===== src/rtl/button_debouncer.sv =====
// Push-button conditioner: per-channel synchronizer, stability counter,
// debounced level and one-cycle press/release pulses.
//
// Effective per-channel states (derived from cnt and s vs. level):
//   state   | meaning
//   STABLE  | synchronized input equals debounced level, cnt = 0
//   PENDING | synchronized input differs, cnt counting toward commit
// A return to the debounced value while PENDING discards the count.
module button_debouncer #(
    parameter int NUM_BTN       = 5,
    parameter int STABLE_CYCLES = 250_000,
    parameter int CNT_WIDTH     = 18,
    parameter int SYNC_STAGES   = 2
) (
    input  logic               clk,
    input  logic               rst,
    input  logic [NUM_BTN-1:0] btn_in,
    output logic [NUM_BTN-1:0] btn_level,
    output logic [NUM_BTN-1:0] btn_press,
    output logic [NUM_BTN-1:0] btn_release
);

    localparam logic [CNT_WIDTH-1:0] CNT_TERM = CNT_WIDTH'(STABLE_CYCLES - 1);

    logic [SYNC_STAGES-1:0][NUM_BTN-1:0] sync_q;
    logic [NUM_BTN-1:0]                  s;
    logic [NUM_BTN-1:0][CNT_WIDTH-1:0]   cnt;
    logic [NUM_BTN-1:0][CNT_WIDTH-1:0]   cnt_nxt;
    logic [NUM_BTN-1:0]                  level_nxt;
    logic [NUM_BTN-1:0]                  press_nxt;
    logic [NUM_BTN-1:0]                  release_nxt;

    assign s = sync_q[SYNC_STAGES-1];

    // Plain shift chain, no logic between stages, stage 0 takes the raw input.
    always_ff @(posedge clk or negedge rst) begin
        if (!rst) begin
            sync_q <= '0;
        end else begin
            sync_q <= {sync_q[SYNC_STAGES-2:0], btn_in};
        end
    end

    // Per-channel stability decision: clear on agreement, count on
    // disagreement, commit and pulse once the count reaches its terminal value.
    always_comb begin
        cnt_nxt     = cnt;
        level_nxt   = btn_level;
        press_nxt   = '0;
        release_nxt = '0;
        for (int i = 0; i < NUM_BTN; i++) begin
            if (s[i] == btn_level[i]) begin
                cnt_nxt[i] = '0;
            end else if (cnt[i] == CNT_TERM) begin
                cnt_nxt[i]     = '0;
                level_nxt[i]   = s[i];
                press_nxt[i]   = s[i];
                release_nxt[i] = ~s[i];
            end else begin
                cnt_nxt[i] = cnt[i] + CNT_WIDTH'(1);
            end
        end
    end

    // Counter, debounced level and pulse registers; pulses last one cycle.
    always_ff @(posedge clk or negedge rst) begin
        if (!rst) begin
            cnt         <= '0;
            btn_level   <= '0;
            btn_press   <= '0;
            btn_release <= '0;
        end else begin
            cnt         <= cnt_nxt;
            btn_level   <= level_nxt;
            btn_press   <= press_nxt;
            btn_release <= release_nxt;
        end
    end

endmodule

===== config.mk =====
export PLATFORM = sky130hd
export DESIGN_NAME = button_debouncer
export DESIGN_NICKNAME = d
export VERILOG_FILES = /design/src/rtl/button_debouncer.sv
export SDC_FILE = /design/constraint.sdc
export NUM_CORES = 1
export LEC_CHECK = 0
export ABC_AREA = 1
export BUFFER_PORTS_ARGS = -buffer_cell sky130_fd_sc_hd__buf_2
export CAP_MARGIN = 20
export CORE_ASPECT_RATIO = 1.4
export CORE_MARGIN = 2
export CORE_UTILIZATION = 55
export CTS_BUF_LIST = sky130_fd_sc_hd__clkbuf_4
export CTS_CLUSTER_DIAMETER = 40
export DETAILED_ROUTE_END_ITERATION = 10
export GPL_ROUTABILITY_DRIVEN = 0
export PLACE_DENSITY = 0.86
export SETUP_SLACK_MARGIN = 0.4
export SYNTH_ARGS = -nofsm -noshare
export SYNTH_HDL_FRONTEND = slang
export SYNTH_SLANG_ARGS = --single-unit

===== constraint.sdc =====
create_clock -name clk -period 1.35 [get_ports clk]
set_input_delay 0.0675 -clock clk [delete_from_list [all_inputs] [get_ports clk]]
set_output_delay 0.0675 -clock clk [all_outputs]
set_load 0.02 [all_outputs]

==> flow_summary.json, run 1 <==
{
  "io_pins": 22,
  "synth_seq_cells": 115,
  "htreeDepth": 4,
  "dieHeight_um": 126,
  "chipWidth_um": 91.4,
  "grt_max_degree": 49,
  "clkSinkCount": 115,
  "root_buffer": "clkbuf_4",
  "dpl-instance-area_um2": 6690,
  "dp_hpwl_mm": 9.11,
  "initial_core_util_pct": 56.5,
  "synth_top_family_by_area": "simple AND/OR/NAND/NOR gates",
  "synthSimpleGateAreaFrac_pct": 35.4,
  "globalRouteOverflowTotal": 60,
  "stop_stage": "global routing",
  "error_line": "[ERROR GRT-0232] Routing congestion too high. Check the congestion heatmap in the GUI.",
  "ys_seq_area_share_pct": 48.9,
  "synth_cell_types": 28,
  "synth_fp_nets": 736,
  "synth_area_um2": 5880,
  "cts_buffers": 17,
  "grt_usage_pct": 70.5,
  "synth_area_per_cell_um2": 8.12,
  "synthXorXnorAreaFrac_pct": 6.11,
  "yosys_warnings": 0,
  "clock_path_buffers": 2,
  "fp-row-count": 44,
  "numPortBuffers": 21,
  "synth_compound_area_share_pct": 3.21,
  "synth-adder-area-share_pct": 1.06,
  "endpoint_type": "register input",
  "synthMuxAreaShare_pct": 0,
  "netlist_instances": 724,
  "grt-worst-endpoint": "cnt[14]$_DFF_PN0_/D",
  "place_inst": 913,
  "status": "stopped before the end"
}
## synth_stat cells
cell | n | area, um2
nor2_4 | 15 | 169
nor2_1 | 180 | 676
o21ai_2 | 1 | 8.76
nor2_2 | 22 | 138
xor2_1 | 28 | 245
and2_0 | 2 | 12.5
nand2_1 | 120 | 450
xnor2_1 | 13 | 114
dfrtp_1 | 115 | 2880
a21oi_4 | 1 | 16.3
a31oi_1 | 3 | 18.8
o21ai_1 | 3 | 15.0
nand4_1 | 8 | 50.1
o21bai_1 | 2 | 15.0
nand3b_1 | 1 | 7.51
buf_2 | 1 | 5.00
nand3_1 | 53 | 265
nand2_4 | 2 | 22.5
inv_2 | 9 | 33.8
nor3b_1 | 5 | 37.5
nand2_2 | 19 | 119
a21oi_1 | 17 | 85.1
o21ai_0 | 6 | 30.0
nor3_1 | 19 | 95.1
ha_1 | 5 | 62.6
nand3_2 | 4 | 40.0
buf_6 | 1 | 11.3
inv_1 | 69 | 259
## metrics by stage
stage                     util [%]  worst slack, ns
after floorplan                  -           0.0734
after global placement        64.3          0.00488
after detailed placement      64.3          -0.0853
after CTS                     81.3          -0.0275
## layer usage
metal,track usage (%),overflow
met5,2.19,0
met4,76.9,30
met3,46.4,1
met2,91.7,29
met1,70.4,0
## kinds of logic after synthesis
kind of cell             Yosys count
buffers and inverters             80
AND/OR/NAND/NOR                  450
XOR/XNOR                          41
flip-flops                       115
adder cells (fa/ha/maj)            5
AO/OA/AOI/OAI                     33
## timing repair
item | in CTS
gates cloned | 8
setup endpoints to repair | 120
hold endpoints to repair | 120
gates resized for setup | 214
pin swaps | 81
hold buffers | 7
buffers inserted | 63
==> inputs of run 2 (changes only) <==
Settings changed: CORE_ASPECT_RATIO 1.4 to default, CORE_UTILIZATION 55 to 40, CTS_BUF_LIST sky130_fd_sc_hd__clkbuf_4 to default, CTS_CLUSTER_DIAMETER 40 to default, PLACE_DENSITY 0.86 to default, PLACE_DENSITY_LB_ADDON from default to 0.15, SETUP_SLACK_MARGIN 0.4 to default.
Clock period 1.35 ns to 1.76 ns, I/O delays scaled along.
==> flow_summary.json, run 2 <==
{
  "status": "finished clean",
  "synth-adder-area-share_pct": 1.06,
  "fp-row-count": 44,
  "power.switching_mw": 1.32,
  "synth_compound_area_share_pct": 3.21,
  "finalSetupTns_ns": 0,
  "die_area_um2": 15700,
  "vias_per_cell": 4.70,
  "regToRegSetupSlack_ns": 0.26,
  "power.leakage_nw": 3.02,
  "netlist_instances": 724,
  "arrival_ns": 1.78,
  "pwr_density_cell_nw_per_um2": 919,
  "comb_power_share_pct": 3.1,
  "synth-edff-count": 0,
  "htreeDepth": 4,
  "r2r-start": "cnt[18]",
  "ant_nets": 0,
  "path_cells": "ha_1 -> nand3_1 -> nor2_2 -> nand2_2 -> o21ai_2 -> nor2_1",
  "grt_pass1_wl_mm": 20.8,
  "peakVddDrop_mv": 0.791,
  "cp-start-kind": "flip-flop",
  "synth_cell_types": 28,
  "multi_input_area_um2": 2690,
  "area_growth_pct": 18.2,
  "most-common-layout-cells": "180 x nor2_1, 120 x nand2_1, 115 x dfrtp_1",
  "largest_reg_flops": 90,
  "cp.required_ns": 2.04,
  "synth_area_per_cell_um2": 8.12,
  "grt_max_degree": 41,
  "pwr-share-seq_pct": 42.6,
  "nets": 790,
  "async_flop_share_pct": 100,
  "final.setup_skew_ns": 0.0104,
  "synth_seq_cells": 115,
  "initial_core_util_pct": 40.8,
  "drv_slew": 0,
  "fill_cells": 1394,
  "dieHeight_um": 125,
  "first_pass_iters": 4,
  "crit_path_max_incr_delay_ns": 0.37,
  "synthMuxAreaShare_pct": 0,
  "final_common_cell": "nor2_1",
  "core_um2": 14400,
  "diodes": 0,
  "ys_seq_area_share_pct": 48.9,
  "grt_usage_pct": 16.2,
  "stdcell_area_um2": 6950,
  "cts.clk_slew.worst_paths_ns": 0.06,
  "cts_buffers": 17,
  "grt_pass1_vias": 4685,
  "synth_area_um2": 5880,
  "chipWidth_um": 125,
  "final_hold_viol_count": 0,
  "clk_latency_ns": 0.42,
  "end_kind": "flip-flop",
  "root_buffer": "clkbuf_16",
  "fin_crit_ns": 1.50,
  "p_int_mw": 5.07,
  "drive_above_1_share_pct": 17.1,
  "fin_cells": 975,
  "fin_crit_sh_pct": 85.0,
  "postCtsHoldBufs": 6,
  "dp_hpwl_mm": 8.20,
  "worstPathMaxFanout": 9,
  "clock_path_buffers": 2,
  "finalWirelength_mm": 11.3,
  "cts_setup_buffers": 0,
  "r2r_end": "cnt[30]",
  "post-route-util_pct": 48.2,
  "synth.area.top_cells": "dfrtp_1 49%, nor2_1 11%, nand2_1 7.7%",
  "relSlewSlack_pct": 63.2,
  "worst_r2r_path_depth": 6,
  "worst_slew_pin_slew_ns": 0.553,
  "hp-class": "primary input to async pin",
  "antenna_found_initial": 0,
  "p_total_mw": 6.39,
  "setup_viol": 0,
  "grt_setup_unrepaired": "no",
  "yosys_warnings": 0,
  "synth_ff_type": "dfrtp_1",
  "clkSinkCount": 115,
  "swShare_pct": 20.7,
  "regMostFlops": "cnt",
  "place_inst": 937,
  "crit_type": "flip-flop to flip-flop",
  "synth_top_cell_by_area": "dfrtp_1",
  "slowest_stage": "dfrtp_1",
  "yosysMostFrequentCell": "nor2_1",
  "synth_top_area_share_pct": 48.9,
  "first_iter_violations": 286,
  "synthXorXnorAreaFrac_pct": 6.11,
  "io_pins": 22,
  "avgRoutedWirePerCell_um": 11.6,
  "synth_fp_nets": 736,
  "numPortBuffers": 21,
  "synth_top_family_by_area": "simple AND/OR/NAND/NOR gates",
  "ff_latch_area_um2": 2880,
  "drc": 0,
  "vias": 4584,
  "ys_top_cells_by_count": "180 x nor2_1, 120 x nand2_1, 115 x dfrtp_1, 69 x inv_1, 53 x nand3_1",
  "clock.fmax_mhz": 669,
  "globalRouteOverflowTotal": 0,
  "dpl-instance-area_um2": 6290,
  "pwr-share-clk_pct": 54.4,
  "cts_resized": 0,
  "cts_tree": "built",
  "synthSimpleGateAreaFrac_pct": 35.4,
  "drv_cap": 0
}
run 2: cell counts after synthesis:
Identical to the previous run, type by type.
run 2: cell families after synthesis:
family,after synthesis
AOI/OAI and AO/OA,33
xor gates and xnor gates,41
adders and majority gates,5
buffers and inverters,80
DFF,115
and+or+nand+nor,450
run 2: worst max path at each step:
stage	from	to	slack (ns)
2_1_floorplan	btn_level[3]	cnt[63]	0.44
3_3_place_gp	cnt[18]	cnt[30]	0.28
3_5_place_dp	cnt[18]	cnt[30]	0.27
4_1_cts	cnt[18]	cnt[30]	0.24
5_1_grt	cnt[18]	cnt[25]	0.10
6_report	cnt[18]	cnt[30]	0.26
run 2: routing by layer:
layer	track usage, %	share of wire [%]	vias to the layer above
met4	6.47	1.0	0
met1	20.5	48	2150
met3	4.02	2.8	8
met5	0	0	-
li1	-	-	2369
met2	26.7	48	57
run 2: critical path, delay by kind of cell, from the launching register on:
| family | cells | cell delay, ns |
|---|---|---|
| and+or+nand+nor | 4 | 0.60 |
| DFF | 1 | 0.37 |
| adders and majority gates | 1 | 0.20 |
| AOI/OAI and AO/OA | 1 | 0.19 |
run 2: through the flow:
stage	hold slack, ns	setup slack [ns]
3_3_place_gp	0.114	0.276
3_5_place_dp	0.123	0.270
5_1_grt	0.245	0.102
4_1_cts	0.214	0.243
2_1_floorplan	-0.208	0.442
6_report	0.203	0.265
run 2: layout make-up:
cell class / count / area share [%]
Inverter: 78 / 4.21
Clock inverter: 11 / 1.91
Tap cell: 184 / 3.31
Timing Repair Buffer: 37 / 3.67
Multi-Input combinational cell: 529 / 38.7
Sequential cell: 115 / 41.4
Clock buffer: 21 / 6.77
run 2: power groups by stage:
| stage | sequential, mW | combinational, mW | clock (mW) |
|---|---|---|---|
| 2_1_floorplan | 2.76 | 0.0850 | 0 |
| 3_3_place_gp | 2.76 | 0.190 | 0 |
| 3_5_place_dp | 2.76 | 0.194 | 0 |
| 4_1_cts | 2.72 | 0.205 | 3.57 |
| 5_1_grt | 2.72 | 0.233 | 3.68 |
| 6_report | 2.72 | 0.196 | 3.47 |
(Power assumes the default switching activity.)
